### src/rtl/mem_access_arbiter_pkg.sv
// Shared definitions for the main-memory access arbiter: block geometry,
// FSM state encoding and the block-base helper.
package mem_access_arbiter_pkg;

   localparam int unsigned WORDS_PER_BLOCK = 8;
   localparam int unsigned IDX_W           = $clog2(WORDS_PER_BLOCK);
   localparam int unsigned ADDR_W          = 16;
   localparam int unsigned DATA_W          = 16;

   // Byte-offset bits inside one block (16-bit words, so 2 bytes per word).
   localparam logic [ADDR_W-1:0] BLOCK_OFF_MASK = ADDR_W'(2 * WORDS_PER_BLOCK - 1);

   typedef enum logic [1:0] {
      ST_IDLE  = 2'd0,
      ST_WRITE = 2'd1,
      ST_FILL  = 2'd2
   } state_t;

   function automatic logic [ADDR_W-1:0] block_base(input logic [ADDR_W-1:0] a);
      return a & ~BLOCK_OFF_MASK;
   endfunction

endpackage

### src/rtl/mem_access_arbiter_fill_word_counter.sv
// Word counter within a cache block; used once for read issue and once for
// data receive. Clear has priority over enable.
module fill_word_counter #(
   parameter int unsigned WIDTH = 3
) (
   input  logic             clk,
   input  logic             rst,
   input  logic             i_en,
   input  logic             i_clr,
   output logic [WIDTH-1:0] o_cnt,
   output logic             o_tc
);

   logic [WIDTH-1:0] r_cnt;

   always_ff @(posedge clk or posedge rst) begin
      if (rst) begin
         r_cnt <= '0;
      end else if (i_clr) begin
         r_cnt <= '0;
      end else if (i_en) begin
         r_cnt <= r_cnt + 1'b1;
      end
   end

   assign o_cnt = r_cnt;
   assign o_tc  = &r_cnt;

endmodule

### src/rtl/mem_access_arbiter.sv
// Arbitrates main memory between I/D miss fills and D write-through stores,
// sequencing block reads, data-array writes and the final tag write.
module mem_access_arbiter
   import mem_access_arbiter_pkg::*;
(
   input  logic              clk,
   input  logic              rst,
   input  logic              i_miss_req,
   input  logic [ADDR_W-1:0] i_miss_addr,
   input  logic              d_miss_req,
   input  logic [ADDR_W-1:0] d_miss_addr,
   input  logic              d_wr_req,
   input  logic [ADDR_W-1:0] d_wr_addr,
   input  logic [DATA_W-1:0] d_wr_data,
   output logic              mem_en,
   output logic              mem_wr,
   output logic [ADDR_W-1:0] mem_addr,
   output logic [DATA_W-1:0] mem_wdata,
   input  logic [DATA_W-1:0] mem_rdata,
   input  logic              mem_data_valid,
   output logic              fill_word_we_i,
   output logic              fill_word_we_d,
   output logic [IDX_W-1:0]  fill_word_idx,
   output logic [DATA_W-1:0] fill_data,
   output logic              fill_tag_we_i,
   output logic              fill_tag_we_d,
   output logic              fill_done_i,
   output logic              fill_done_d,
   output logic              d_wr_ack,
   output logic              busy
);

   state_t            r_state;
   logic              r_grant_d;
   logic              r_last_grant_d;
   logic              r_issuing;
   logic [ADDR_W-1:0] r_base;
   logic [ADDR_W-1:0] r_wr_addr;
   logic [DATA_W-1:0] r_wr_data;

   logic              w_pick_d;
   logic              w_grant_fill;
   logic              w_issue_en;
   logic [IDX_W-1:0]  w_issue_cnt;
   logic              w_issue_tc;
   logic              w_recv_fire;
   logic [IDX_W-1:0]  w_recv_cnt;
   logic              w_recv_tc;
   logic              w_last;
   logic              w_writing;

   // Round-robin only matters when both misses are pending.
   assign w_pick_d     = d_miss_req && (!i_miss_req || !r_last_grant_d);
   assign w_grant_fill = (r_state == ST_IDLE) && !d_wr_req && (i_miss_req || d_miss_req);
   assign w_issue_en   = (r_state == ST_FILL) && r_issuing;
   assign w_recv_fire  = (r_state == ST_FILL) && mem_data_valid;
   assign w_last       = w_recv_fire && w_recv_tc;
   assign w_writing    = (r_state == ST_WRITE);

   fill_word_counter #(.WIDTH(IDX_W)) u_issue_cnt (
      .clk   (clk),
      .rst   (rst),
      .i_en  (w_issue_en),
      .i_clr (w_grant_fill),
      .o_cnt (w_issue_cnt),
      .o_tc  (w_issue_tc)
   );

   fill_word_counter #(.WIDTH(IDX_W)) u_recv_cnt (
      .clk   (clk),
      .rst   (rst),
      .i_en  (w_recv_fire),
      .i_clr (w_grant_fill),
      .o_cnt (w_recv_cnt),
      .o_tc  (w_recv_tc)
   );

   always_ff @(posedge clk or posedge rst) begin
      if (rst) begin
         r_state        <= ST_IDLE;
         r_grant_d      <= 1'b0;
         r_last_grant_d <= 1'b0;
         r_issuing      <= 1'b0;
         r_base         <= '0;
         r_wr_addr      <= '0;
         r_wr_data      <= '0;
      end else begin
         case (r_state)
            ST_IDLE: begin
               if (d_wr_req) begin
                  r_wr_addr <= d_wr_addr;
                  r_wr_data <= d_wr_data;
                  r_state   <= ST_WRITE;
               end else if (i_miss_req || d_miss_req) begin
                  r_grant_d      <= w_pick_d;
                  r_last_grant_d <= w_pick_d;
                  r_base         <= block_base(w_pick_d ? d_miss_addr : i_miss_addr);
                  r_issuing      <= 1'b1;
                  r_state        <= ST_FILL;
               end
            end
            ST_WRITE: begin
               r_state <= ST_IDLE;
            end
            ST_FILL: begin
               if (r_issuing && w_issue_tc) begin
                  r_issuing <= 1'b0;
               end
               if (w_last) begin
                  r_issuing <= 1'b0;
                  r_state   <= ST_IDLE;
               end
            end
            default: begin
               r_state <= ST_IDLE;
            end
         endcase
      end
   end

   assign mem_en    = r_issuing || w_writing;
   assign mem_wr    = w_writing;
   assign mem_addr  = r_issuing ? (r_base + ADDR_W'({w_issue_cnt, 1'b0}))
                    : (w_writing ? r_wr_addr : '0);
   assign mem_wdata = w_writing ? r_wr_data : '0;
   assign d_wr_ack  = w_writing;
   assign busy      = (r_state != ST_IDLE);

   assign fill_word_we_i = w_recv_fire && !r_grant_d;
   assign fill_word_we_d = w_recv_fire &&  r_grant_d;
   assign fill_word_idx  = w_recv_fire ? w_recv_cnt : '0;
   assign fill_data      = w_recv_fire ? mem_rdata  : '0;
   assign fill_tag_we_i  = w_last && !r_grant_d;
   assign fill_tag_we_d  = w_last &&  r_grant_d;
   assign fill_done_i    = w_last && !r_grant_d;
   assign fill_done_d    = w_last &&  r_grant_d;

endmodule

### config.mk
export PLATFORM = sky130hd
export DESIGN_NAME = mem_access_arbiter
export DESIGN_NICKNAME = d
export VERILOG_FILES = /design/src/rtl/mem_access_arbiter_pkg.sv /design/src/rtl/mem_access_arbiter_fill_word_counter.sv /design/src/rtl/mem_access_arbiter.sv
export SDC_FILE = /design/constraint.sdc
export NUM_CORES = 1
export LEC_CHECK = 0
export BUFFER_PORTS_ARGS = -buffer_cell sky130_fd_sc_hd__buf_2
export CORE_MARGIN = 2
export CORE_UTILIZATION = 46
export DETAILED_ROUTE_END_ITERATION = 8
export PLACE_DENSITY = 0.81
export SYNTH_ARGS = -nofsm -noshare
export SYNTH_HDL_FRONTEND = slang
export SYNTH_HIERARCHICAL = 1
export SYNTH_SLANG_ARGS = --single-unit
### constraint.sdc
create_clock -name clk -period 2.3 [get_ports clk]
set_clock_uncertainty 0.15 [all_clocks]
set_input_delay 0.115 -clock clk [delete_from_list [all_inputs] [get_ports clk]]
set_output_delay 0.115 -clock clk [all_outputs]
set_load 0.05 [all_outputs]
### After elaboration in Yosys (flattened, before gate mapping)

Index checks and enable logic that the tools add are counted.

| storage, ports and cells | value |
|---|---|
| register bits | 54 |
| input port bits | 86 |
| output and inout bits | 61 |
| logic and storage cells | 66 |

| cells by class | value |
|---|---|
| add/sub/neg operators | 3 |
| eq/ne operators | 7 |
| muxes and demuxes | 19 |
| bitwise operators | 1 |
| reductions and logical operators | 28 |

Operators with widths:

| kind | count |
|---|---|
| $mux 16 | 5 |
| $add 16x4->16 | 1 |
| $mux 3 | 5 |
| $logic_and 1x1->1 | 11 |
| $reduce_and 3->1 | 3 |
| $reduce_bool 2->1 | 4 |
| $add 3x1->3 const B | 2 |
| $mux 2 | 3 |
| $ne 3x2->1 const B | 2 |
| $mux 1 | 4 |
| $ne 2x2->1 const B | 2 |
| $pmux 2 s2 | 1 |
| $reduce_and 2->1 | 2 |
| $reduce_and 4->1 | 1 |
| $logic_not 1->1 | 3 |
| $logic_or 1x1->1 | 3 |
| $eq 2x1->1 const B | 1 |
| $eq 2x2->1 const B | 1 |
| $logic_not 2->1 | 1 |
| $ne 2x1->1 const B | 1 |
| $pmux 1 s2 | 1 |
| $not 1->1 | 1 |

### Longest topological paths before layout

Gate-level depths: netlist of the first run.

| depth | value |
|---|---|
| word-level depth | 5 |
| depth in mapped cells | 5 |
| depth with buffers taken out | 5 |

### Cells and area by module

Netlist of the first run, hierarchy kept.

By module, submodules not included:

| module | instances | cells each | area each (um2) | seq. area each (um2) |
|---|---|---|---|---|
| mem_access_arbiter | 1 | 226 | 2552.4 | 1201.2 |
| fill_word_counter | 2 | 12 | 143.9 | 75.1 |

### Least setup slack after synthesis of the first run

Ideal clock, no wire load.

| timing path | value |
|---|---|
| path kind | register -> output |
| start | register r_state[0] |
| end | output port fill_tag_we_i |
| arrival | 2228 ps |
| data required time | 2035 ps |
| setup slack | -193 ps |
| stages on the path, launching flop included | 5 |
| buffers on the path | 1 |
| cells stage by stage | dfrtp_1 > and3b_1 > nor2b_1 > and2_1 > buf_4 |

| between the ends | value |
|---|---|
| longest elaborated chain between the ends | 4 |

RTL lines:

| item | line | text |
|---|---|---|
| start, declared | mem_access_arbiter.sv:33 | `state_t r_state;` |
| start signal, assigned | mem_access_arbiter.sv:80 | `r_state <= ST_IDLE;` |
| start signal, assigned | mem_access_arbiter.sv:93 | `r_state <= ST_WRITE;` |
| start signal, assigned | mem_access_arbiter.sv:99 | `r_state <= ST_FILL;` |
| $eq 2x2->1 | mem_access_arbiter.sv:56 | `assign w_recv_fire = (r_state == ST_FILL) && mem_data_valid;` |
| $logic_and 1x1->1 | mem_access_arbiter.sv:56 |  |
| $logic_and 1x1->1 | mem_access_arbiter.sv:57 | `assign w_last = w_recv_fire && w_recv_tc;` |
| $logic_and 1x1->1 | n/a |  |
| end, declared | mem_access_arbiter.sv:25 | `output logic fill_tag_we_i,` |

Every way passes these cells.

### Worst setup path in the final report of the first run

| timing path | value |
|---|---|
| start | register r_state[1] |
| end | output port mem_addr[10] |

| between the ends | value |
|---|---|
| longest elaborated chain between the ends | 3 |

RTL lines:

| item | line | text |
|---|---|---|
| $eq 2x1->1 | mem_access_arbiter.sv:58 | `assign w_writing = (r_state == ST_WRITE);` |
| $mux 16 | mem_access_arbiter.sv:124 | `: (w_writing ? r_wr_addr : '0);` |
| $mux 16 | mem_access_arbiter.sv:123 | `assign mem_addr = r_issuing ? (r_base + ADDR_W'({w_issue_cnt, 1'b0}))` |
| end, declared | mem_access_arbiter.sv:17 | `output logic [ADDR_W-1:0] mem_addr,` |

Every way passes these cells.

==> flow_summary.yaml, run 1 <==
status:
  status: "completed"
cts:
  cts_tree: "built"
  cts_buffers: 5
  cts_buffer_depth: 2
  root_buffer: "clkbuf_8"
  post_cts_buffers: 0
  cts.sinks: 54
  h-tree-depth: 2
  clk_pin_slew_ns: 0.09
  cts_resized: 0
  clk_latency_ns: 0.30
routing:
  viasPerCell: 4.80
  drtPass1Iterations: 6
  routed_wl_um: 7100
  dr_total_vias: 2371
  wl_per_cell_um: 14.4
  drc: 0
  drtAntennaViolNets: 0
  drt-initial-drc-count: 91
timing:
  timing_hold_violations_final: 0
  worstMarginPinSlew_ns: 0.354
  layout_setup_ws_ns: 0.266
  max_slew_margin_pct: 76.3
  final-max-slew-violation-count: 0
  setup_tns_ns: 0
  rsz0062_at_grt: "false"
  setup_viol: 0
  min_period_over_period_pct: 88.4
  period_needed_ns: 2.03
  timing.fmax_mhz: 492
yosys:
  synth_area_per_cell_um2: 11.4
  yosysWarnings: 6
  synth_edf_count: 0
  synth_top_area_cell: "dfrtp_1"
  synth_top_area_share_pct: 47.6
  seq_area_frac_synth_pct: 47.6
  synthesis.nets: 340
  synth_seq_cells: 54
  synthArstFlopShare_pct: 100
  synth_area_leaders: "dfrtp_1 (48%), mux2_2 (20%), and2_1 (8.4%)"
  ys.flop_type: "dfrtp_1"
  yosysUniqueCellTypes: 26
  syn_area_mm2: 0.00284
  synthCells: 250
worst_setup_path:
  r2r-end: "r_base[12]$_DFFE_PP0P_"
  r2r_start: "r_last_grant_d$_DFFE_PP0P_"
  required_ns: 2.04
  cp.arrival_ns: 1.77
  rrSetupSlack_ns: 0.41
  worstRegToRegCells: 4
  start_kind: "register"
  critPathKind: "reg -> out"
  cp-end-kind: "primary output"
  critPathMaxFanout: 35
power:
  fin_total_pwr_uw: 5220
  ir_drop_v: 0.000648
  power.leakage_uw: 0.00207
  power_density_mw_per_mm2: 1300
floorplanning:
  die_y_um: 82.6
  die_area_mm2: 0.00682
  ioPinCount: 147
  core_area_mm2: 0.00596
  initial_utilization_pct: 47.7
  rows: 28
  die_w_um: 82.6
final_layout:
  nets: 508
  final_common_cell: "buf_2"
  diodes: 0
  area_delta_synth_final_pct: 41.6
  fin_area_mm2: 0.00402
  fillers: 455
  final_cell_mix: "buf_2 (138), dfrtp_1 (54), mux2_2 (50)"
  drive_gt1_share_pct: 51.3
grt:
  grt_pass1_wl_um: 10600
  grt_pass1_vias: 2229
  antenna_found_initial: 0
  grt_max_degree: 36
  globalRouteOverflowTotal: 0
  grt_usage_pct: 20.5
hold_path:
  hold_path_end: "r_base[8]$_DFFE_PP0P_"
  min_path_cells: 3
  holdCritPathClass: "in -> reg"
  min-delay-start: "d_miss_addr[8]"
place:
  placed_area_mm2: 0.00357
  place_ws_ns: 0.425
  portBuffers: 138
  place_congestion: 0.764
  place_hpwl_um: 4800
job:
  cap_violations: 0
-- worst max-delay path, stage by stage (launching register included) --
cell and delay, ns:
dfrtp_1 0.40, and2b_1 0.19, buf_4 0.32, nand2_1 0.12, o21ai_1 0.15, buf_2 0.28
-- logic make-up (layout without fill, tap and decap cells) --
family                     Yosys count  count (layout)  share of synthesized area [%]
AOI/OAI and AO/OA                   18              18                           3.48
xor gates and xnor gates             2               2                          0.617
adders and majority gates            4               4                           1.76
buffers and inverters               23             192                           5.20
DFF                                 54              54                           47.6
muxes                               61              61                           24.9
and+or+nand+nor                     88              88                           16.4
-- power by group --
part / internal, µW / leakage [µW] / switching (µW)
Sequential: 1420 / 0.000640 / 266
Clock: 325 / 0.0000514 / 302
Combinational: 1050 / 0.00138 / 1850
-- repair_timing --
item,4_1_cts,5_1_grt
hold buffers,34,0
endpoints found under the hold margin,55,0
endpoints found under the setup margin,0,0
-- metrics by stage --
step	instances	utilization [%]	hold WS, ns
floorplan	250	-	-0.281
global placement	452	60.0	-0.133
detailed placement	452	60.0	-0.130
CTS	494	67.5	0.00745
global route	494	67.5	0.00848
finish	494	67.5	0.0144
-- how the worst max path moves through the flow --
stage / start / end / slack, ns / cells past startpoint
after floorplan: r_state[0]$_DFFE_PP0P_ / fill_tag_we_i / 0.09 / 4
after global routing: r_state[1]$_DFFE_PP0P_ / mem_addr[11] / 0.14 / 5
after global placement: r_last_grant_d$_DFFE_PP0P_ / r_base[9]$_DFFE_PP0P_ / 0.48 / 4
final: r_state[1]$_DFFE_PP0P_ / mem_addr[10] / 0.27 / 5
after detailed placement: r_last_grant_d$_DFFE_PP0P_ / r_base[12]$_DFFE_PP0P_ / 0.43 / 4
after CTS: r_state[1]$_DFFE_PP0P_ / mem_addr[15] / 0.27 / 5
-- final cells by class --
type                    count  area, µm²  share of cell area [%]
flip-flops and latches     54       1350                    33.6
multi-input cells         173       1350                    33.5
inverters                   4       15.0                   0.373
repair buffers            180       1100                    27.4
well taps                  75       93.8                    2.33
clock inverters             2       37.5                   0.933
clock buffers               6       72.6                    1.80
-- layer usage --
layer	vias to the layer above	track usage, %	share of wire [%]	routed length [µm]
li1	1162	-	-	-
met1	1098	24.6	40	2860
met2	99	38.0	51	3610
met3	12	3.04	7.5	530
met4	0	5.74	1.4	102
met5	-	0	0	0
-- cell usage after synthesis, types with 2 or more instances --
library cell / n
nor2b_1: 2
mux2i_1: 4
mux2_4: 7
and3b_1: 2
buf_6: 4
clkbuf_1: 10
buf_4: 4
ha_1: 4
xnor2_1: 2
dfrtp_1: 54
o21ai_0: 15
mux2_2: 50
nor2_1: 7
nand2_1: 33
and2_1: 38
inv_1: 4
-- registers in the layout (all words and copies together) (netlist names) --
name and flops:
r_wr_data 16, u_recv_cnt/o_cnt 3, r_issuing 1, r_wr_addr 16, r_base 12, r_state 2, u_issue_cnt/o_cnt 3, r_last_grant_d 1
No activity file was read; power rests on OpenSTA's default activity.
==> run 2, diff against run 1 <==
--- a/config.mk
+++ b/config.mk
@@ -8,6 +8,7 @@
 export BUFFER_PORTS_ARGS = -buffer_cell sky130_fd_sc_hd__buf_2
 export CORE_MARGIN = 2
 export CORE_UTILIZATION = 46
+export CTS_BUF_LIST = sky130_fd_sc_hd__clkbuf_16
 export DETAILED_ROUTE_END_ITERATION = 8
 export PLACE_DENSITY = 0.81
 export SYNTH_ARGS = -nofsm -noshare
==> flow_summary.yaml, run 2 (synthesized netlist as in run 1, its figures left out) <==
status:
  status: "completed"
worst_setup_path:
  cp.arrival_ns: 1.76
  start_kind: "register"
  critPathMaxFanout: 35
  cp-end-kind: "primary output"
  path_delay_family: "buffers and inverters"
  cp_num_buf_inv: 2
  crit_chain: "and2b_1 -> buf_4 -> nand2_1 -> o21ai_0 -> buf_2"
  critPathKind: "reg -> out"
  slowest_delay_ns: 0.39
  crit_slowest_cell: "dfrtp_1"
  required_ns: 2.04
hold_path:
  holdCritPathClass: "in -> reg"
place:
  place_ws_ns: 0.425
  place_hpwl_um: 4800
  portBuffers: 138
  placed_area_mm2: 0.00357
  place_congestion: 0.764
grt:
  use_met3_pct: 3.26
  grt_util_met2_pct: 37.2
  globalRouteOverflowTotal: 0
  grt_pass1_vias: 2207
  antenna_found_initial: 0
  use_met1_pct: 24.3
  grt_usage_pct: 20.3
  grt_max_degree: 36
  top_usage_layer: "met2"
  grt_pass1_wl_um: 10400
floorplanning:
  initial_utilization_pct: 47.7
  core_area_mm2: 0.00596
  die_w_um: 82.6
  rows: 28
  ioPinCount: 147
  die_area_mm2: 0.00682
  die_y_um: 82.6
power:
  power.leakage_uw: 0.00210
  power_density_mw_per_mm2: 1330
  ir_drop_v: 0.000649
final_layout:
  top_regs: "r_wr_addr x16, r_wr_data x16, r_base x12"
  final_common_cell: "buf_2"
  fin_area_mm2: 0.00408
  drive_gt1_share_pct: 51.3
  diodes: 0
  final_cell_mix: "buf_2 (138), dfrtp_1 (54), mux2_2 (50)"
  area_delta_synth_final_pct: 43.6
  nets: 508
routing:
  drt-initial-drc-count: 101
  dr_total_vias: 2371
  drc: 0
  drtAntennaViolNets: 0
  routed_wl_um: 7040
  viasPerCell: 4.80
  drtPass1Iterations: 4
  wl_per_cell_um: 14.2
timing:
  final-max-slew-violation-count: 0
  timing_hold_violations_final: 0
  setup_viol: 0
  layout_setup_ws_ns: 0.272
  worstMarginPinSlew_ns: 0.352
  max_slew_margin_pct: 76.5
  period_needed_ns: 2.03
  timing.fmax_mhz: 493
  min_period_over_period_pct: 88.2
  setup_tns_ns: 0
  rsz0062_at_grt: "false"
cts:
  h-tree-depth: 2
  cts_tree: "built"
  cts_hold_buf: 34
  post_cts_buffers: 0
  cts_resized: 0
  clk_pin_slew_ns: 0.07
  root_buffer: "clkbuf_16"
  cts_buffers: 5
  cts_buffer_depth: 2
  cts.sinks: 54
  clk_latency_ns: 0.28
job:
  cap_violations: 0
-- run 2: cell types whose count changed in the layout (fill, tap and decap cells not counted), sizes merged --
| cell | previous run | this run |
|---|---|---|
| clkbuf | 6 | 5 |
| inv | 4 | 5 |
-- run 2: worst min-delay path, stage by stage --
cell and delay [ns]:
buf_2 0.07, mux2_2 0.13, mux2_4 0.12
-- run 2: layout make-up --
class | instances | area (µm²)
fill | 447 | 1880
sequential | 54 | 1350
multi-input combinational | 173 | 1350
timing repair buffer | 180 | 1100
clock buffer | 5 | 125
tap | 75 | 93.8
clock inverter | 3 | 41.3
inverter | 4 | 15.0
-- run 2: stage by stage --
stage          hold WS [ns]  total power, µW  utilization, %  cells
2_1_floorplan        -0.281             3960               -    250
4_1_cts              0.0313             5440            68.5    494
6_report             0.0354             5420            68.5    494
5_1_grt              0.0334             5730            68.5    494
3_5_place_dp         -0.130             4540            60.0    452
3_3_place_gp         -0.133             4470            60.0    452
-- run 2: worst paths after layout --
check | startpoint | to | slack [ns] | cells after the start
max | r_state[1]$_DFFE_PP0P_ | mem_addr[15] | 0.27 | 5
min | d_miss_addr[8] | r_base[8]$_DFFE_PP0P_ | 0.04 | 3
max reg2reg | r_last_grant_d$_DFFE_PP0P_ | r_base[12]$_DFFE_PP0P_ | 0.41 | 4
min reg2reg | r_wr_data[8]$_DFFE_PP0P_ | r_wr_data[8]$_DFFE_PP0P_ | 0.35 | 1
max in group asynchronous | rst | r_wr_data[1]$_DFFE_PP0P_ | 1.21 | 4
min in group asynchronous | rst | u_recv_cnt/o_cnt[2]$_DFFE_PP0P_ | 0.11 | 3
-- run 2: power by group --
group | total [µW] | leakage, µW | internal, µW | switching [µW]
clock network | 829 | 0.0000812 | 509 | 320
logic | 2900 | 0.00138 | 1050 | 1840
registers | 1690 | 0.000640 | 1430 | 267
total | 5420 | 0.00210 | 2990 | 2430
-- run 2: routing by layer --
layer / vias to the layer above / share of wire [%]
li1: 1159 / -
met1: 1107 / 40
met2: 97 / 51
met3: 8 / 7.6
met4: 0 / 1.1
met5: - / 0
==> run 3, diff against run 2 <==
--- a/config.mk
+++ b/config.mk
@@ -6,11 +6,13 @@
 export NUM_CORES = 1
 export LEC_CHECK = 0
 export BUFFER_PORTS_ARGS = -buffer_cell sky130_fd_sc_hd__buf_2
+export CELL_PAD_IN_SITES_DETAIL_PLACEMENT = 1
+export CELL_PAD_IN_SITES_GLOBAL_PLACEMENT = 1
 export CORE_MARGIN = 2
-export CORE_UTILIZATION = 46
+export CORE_UTILIZATION = 34
 export CTS_BUF_LIST = sky130_fd_sc_hd__clkbuf_16
 export DETAILED_ROUTE_END_ITERATION = 8
-export PLACE_DENSITY = 0.81
+export PLACE_DENSITY_LB_ADDON = 0.1
 export SYNTH_ARGS = -nofsm -noshare
 export SYNTH_HDL_FRONTEND = slang
 export SYNTH_HIERARCHICAL = 1
==> constraint.sdc (replaced) <==
create_clock -name clk -period 2 [get_ports clk]
set_clock_uncertainty 0.15 [all_clocks]
set_input_delay 0.1 -clock clk [delete_from_list [all_inputs] [get_ports clk]]
set_output_delay 0.1 -clock clk [all_outputs]
set_load 0.05 [all_outputs]
==> flow_summary.yaml, run 3 (synthesized netlist as in run 1, its figures left out) <==
timing:
  worstMarginPinSlew_ns: 0.637
  period_needed_ns: 1.89
  final-max-slew-violation-count: 0
  setup_tns_ns: 0
  max_slew_margin_pct: 57.5
  min_period_over_period_pct: 94.6
  setup_viol: 0
  timing_hold_violations_final: 0
  hold_slack_ns: 0.0198
  rsz0062_at_grt: "false"
  timing.fmax_mhz: 529
place:
  portBuffers: 138
  place_hpwl_um: 5310
  place_congestion: 0.744
floorplanning:
  rows: 33
  core_area_mm2: 0.00818
  die_area_mm2: 0.00910
  initial_utilization_pct: 34.7
  ioPinCount: 147
  die_y_um: 95.4
  die_w_um: 95.4
grt:
  globalRouteOverflowTotal: 0
  grt_pass1_vias: 2430
  antenna_found_initial: 0
  grt_usage_pct: 16.3
  grt_max_degree: 34
  grt_pass1_wl_um: 11500
cts:
  root_buffer: "clkbuf_16"
  cts_tree: "built"
  cts_buffers: 5
  cts.sinks: 54
  cts_buffer_depth: 2
  clk_pin_slew_ns: 0.07
  h-tree-depth: 2
  clk_latency_ns: 0.28
hold_path:
  hold_path_end: "r_base[15]$_DFFE_PP0P_"
  min-delay-start: "i_miss_addr[15]"
  holdCritPathClass: "in -> reg"
  min_path_cells: 3
routing:
  drt-initial-drc-count: 58
  viasPerCell: 4.55
  routed_wl_um: 7310
  drtPass1Iterations: 4
  drtAntennaViolNets: 0
  wl_per_cell_um: 13.9
  dr_total_vias: 2393
  drc: 0
final_layout:
  area_delta_synth_final_pct: 47.3
  post-route-util_pct: 51.2
  multi_input_area_mm2: 0.00139
  nets: 510
  drive_gt1_share_pct: 53.9
  top_regs: "r_wr_addr x16, r_wr_data x16, r_base x12"
  final_common_cell: "buf_2"
  diodes: 0
  final_cell_mix: "buf_2 (133), dfrtp_1 (54), mux2_2 (50)"
  fillers: 969
  seq_area_mm2: 0.00135
power:
  swShare_pct: 45.6
  power.share.clock_pct: 13.2
  seq_power_share_pct: 31.4
  p_switching_uw: 2850
  ir_drop_v: 0.000819
  power.internal_uw: 3400
  comb_power_share_pct: 55.4
  power_density_mw_per_mm2: 1490
  power.leakage_uw: 0.00213
worst_setup_path:
  rrSetupSlack_ns: 0.20
  start_kind: "register"
  cp-end-kind: "primary output"
  cp.arrival_ns: 1.64
  r2r_start: "r_state[1]$_DFFE_PP0P_"
  required_ns: 1.75
  worstRegToRegCells: 4
  critPathKind: "reg -> out"
  critPathMaxFanout: 15
  r2r-end: "r_base[13]$_DFFE_PP0P_"
status:
  status: "completed"
job:
  cap_violations: 0
[run 3: stage by stage]
stage                     std cells  power, µW  cell area [µm²]  worst slack (ns)
after floorplan                 250       4630             2880            -0.194
final                           526       6250             4180             0.108
after CTS                       526       6310             4170            0.0197
after global placement          484       5300             3690             0.258
after global routing            526       6660             4180           0.00334
after detailed placement        484       5400             3690             0.205
[run 3: worst max-delay path, stage by stage, from the launching register on]
cell	delay (ns)
dfrtp_1	0.41
and3b_2	0.34
buf_4	0.21
and2_1	0.14
buf_2	0.26
[run 3: worst max path at each step]
stage,from,end,depth (start not counted)
final,r_state[0]$_DFFE_PP0P_,fill_word_we_d,4
after global routing,r_state[0]$_DFFE_PP0P_,fill_data[6],4
after CTS,r_state[1]$_DFFE_PP0P_,mem_addr[1],5
after detailed placement,r_state[1]$_DFFE_PP0P_,r_base[10]$_DFFE_PP0P_,4
after global placement,r_state[1]$_DFFE_PP0P_,r_base[13]$_DFFE_PP0P_,4
after floorplan,r_state[0]$_DFFE_PP0P_,fill_tag_we_i,4
[run 3: what timing repair did]
item	4_1_cts	5_1_grt
resized for setup	1	6
hold buffers	34	0
setup buffers	0	0
setup endpoints to repair	1	7
endpoints found under the hold margin	67	0
[run 3: final cells by class]
cell class	instances	area share (%)
clock buffer	5	2.99
tap	105	3.14
multi-input combinational	173	33.2
inverter	4	0.359
clock inverter	3	0.299
timing repair buffer	182	27.7
sequential	54	32.3
[run 3: metal layers]
layer,vias up,part of all wire (%),track usage [%]
li1,1164,-,-
met1,1143,43,20.9
met2,81,50,28.1
met3,5,6.6,3.48
met4,0,0.77,3.57
met5,-,0,0
[run 3: power groups by stage]
stage                     registers [µW]  logic, µW  clock network (µW)
after floorplan                     1850       2780                   0
after global placement              1950       3350                   0
after detailed placement            1980       3420                   0
after CTS                           1960       3480                 861
after global routing                2050       3710                 907
final                               1960       3460                 827
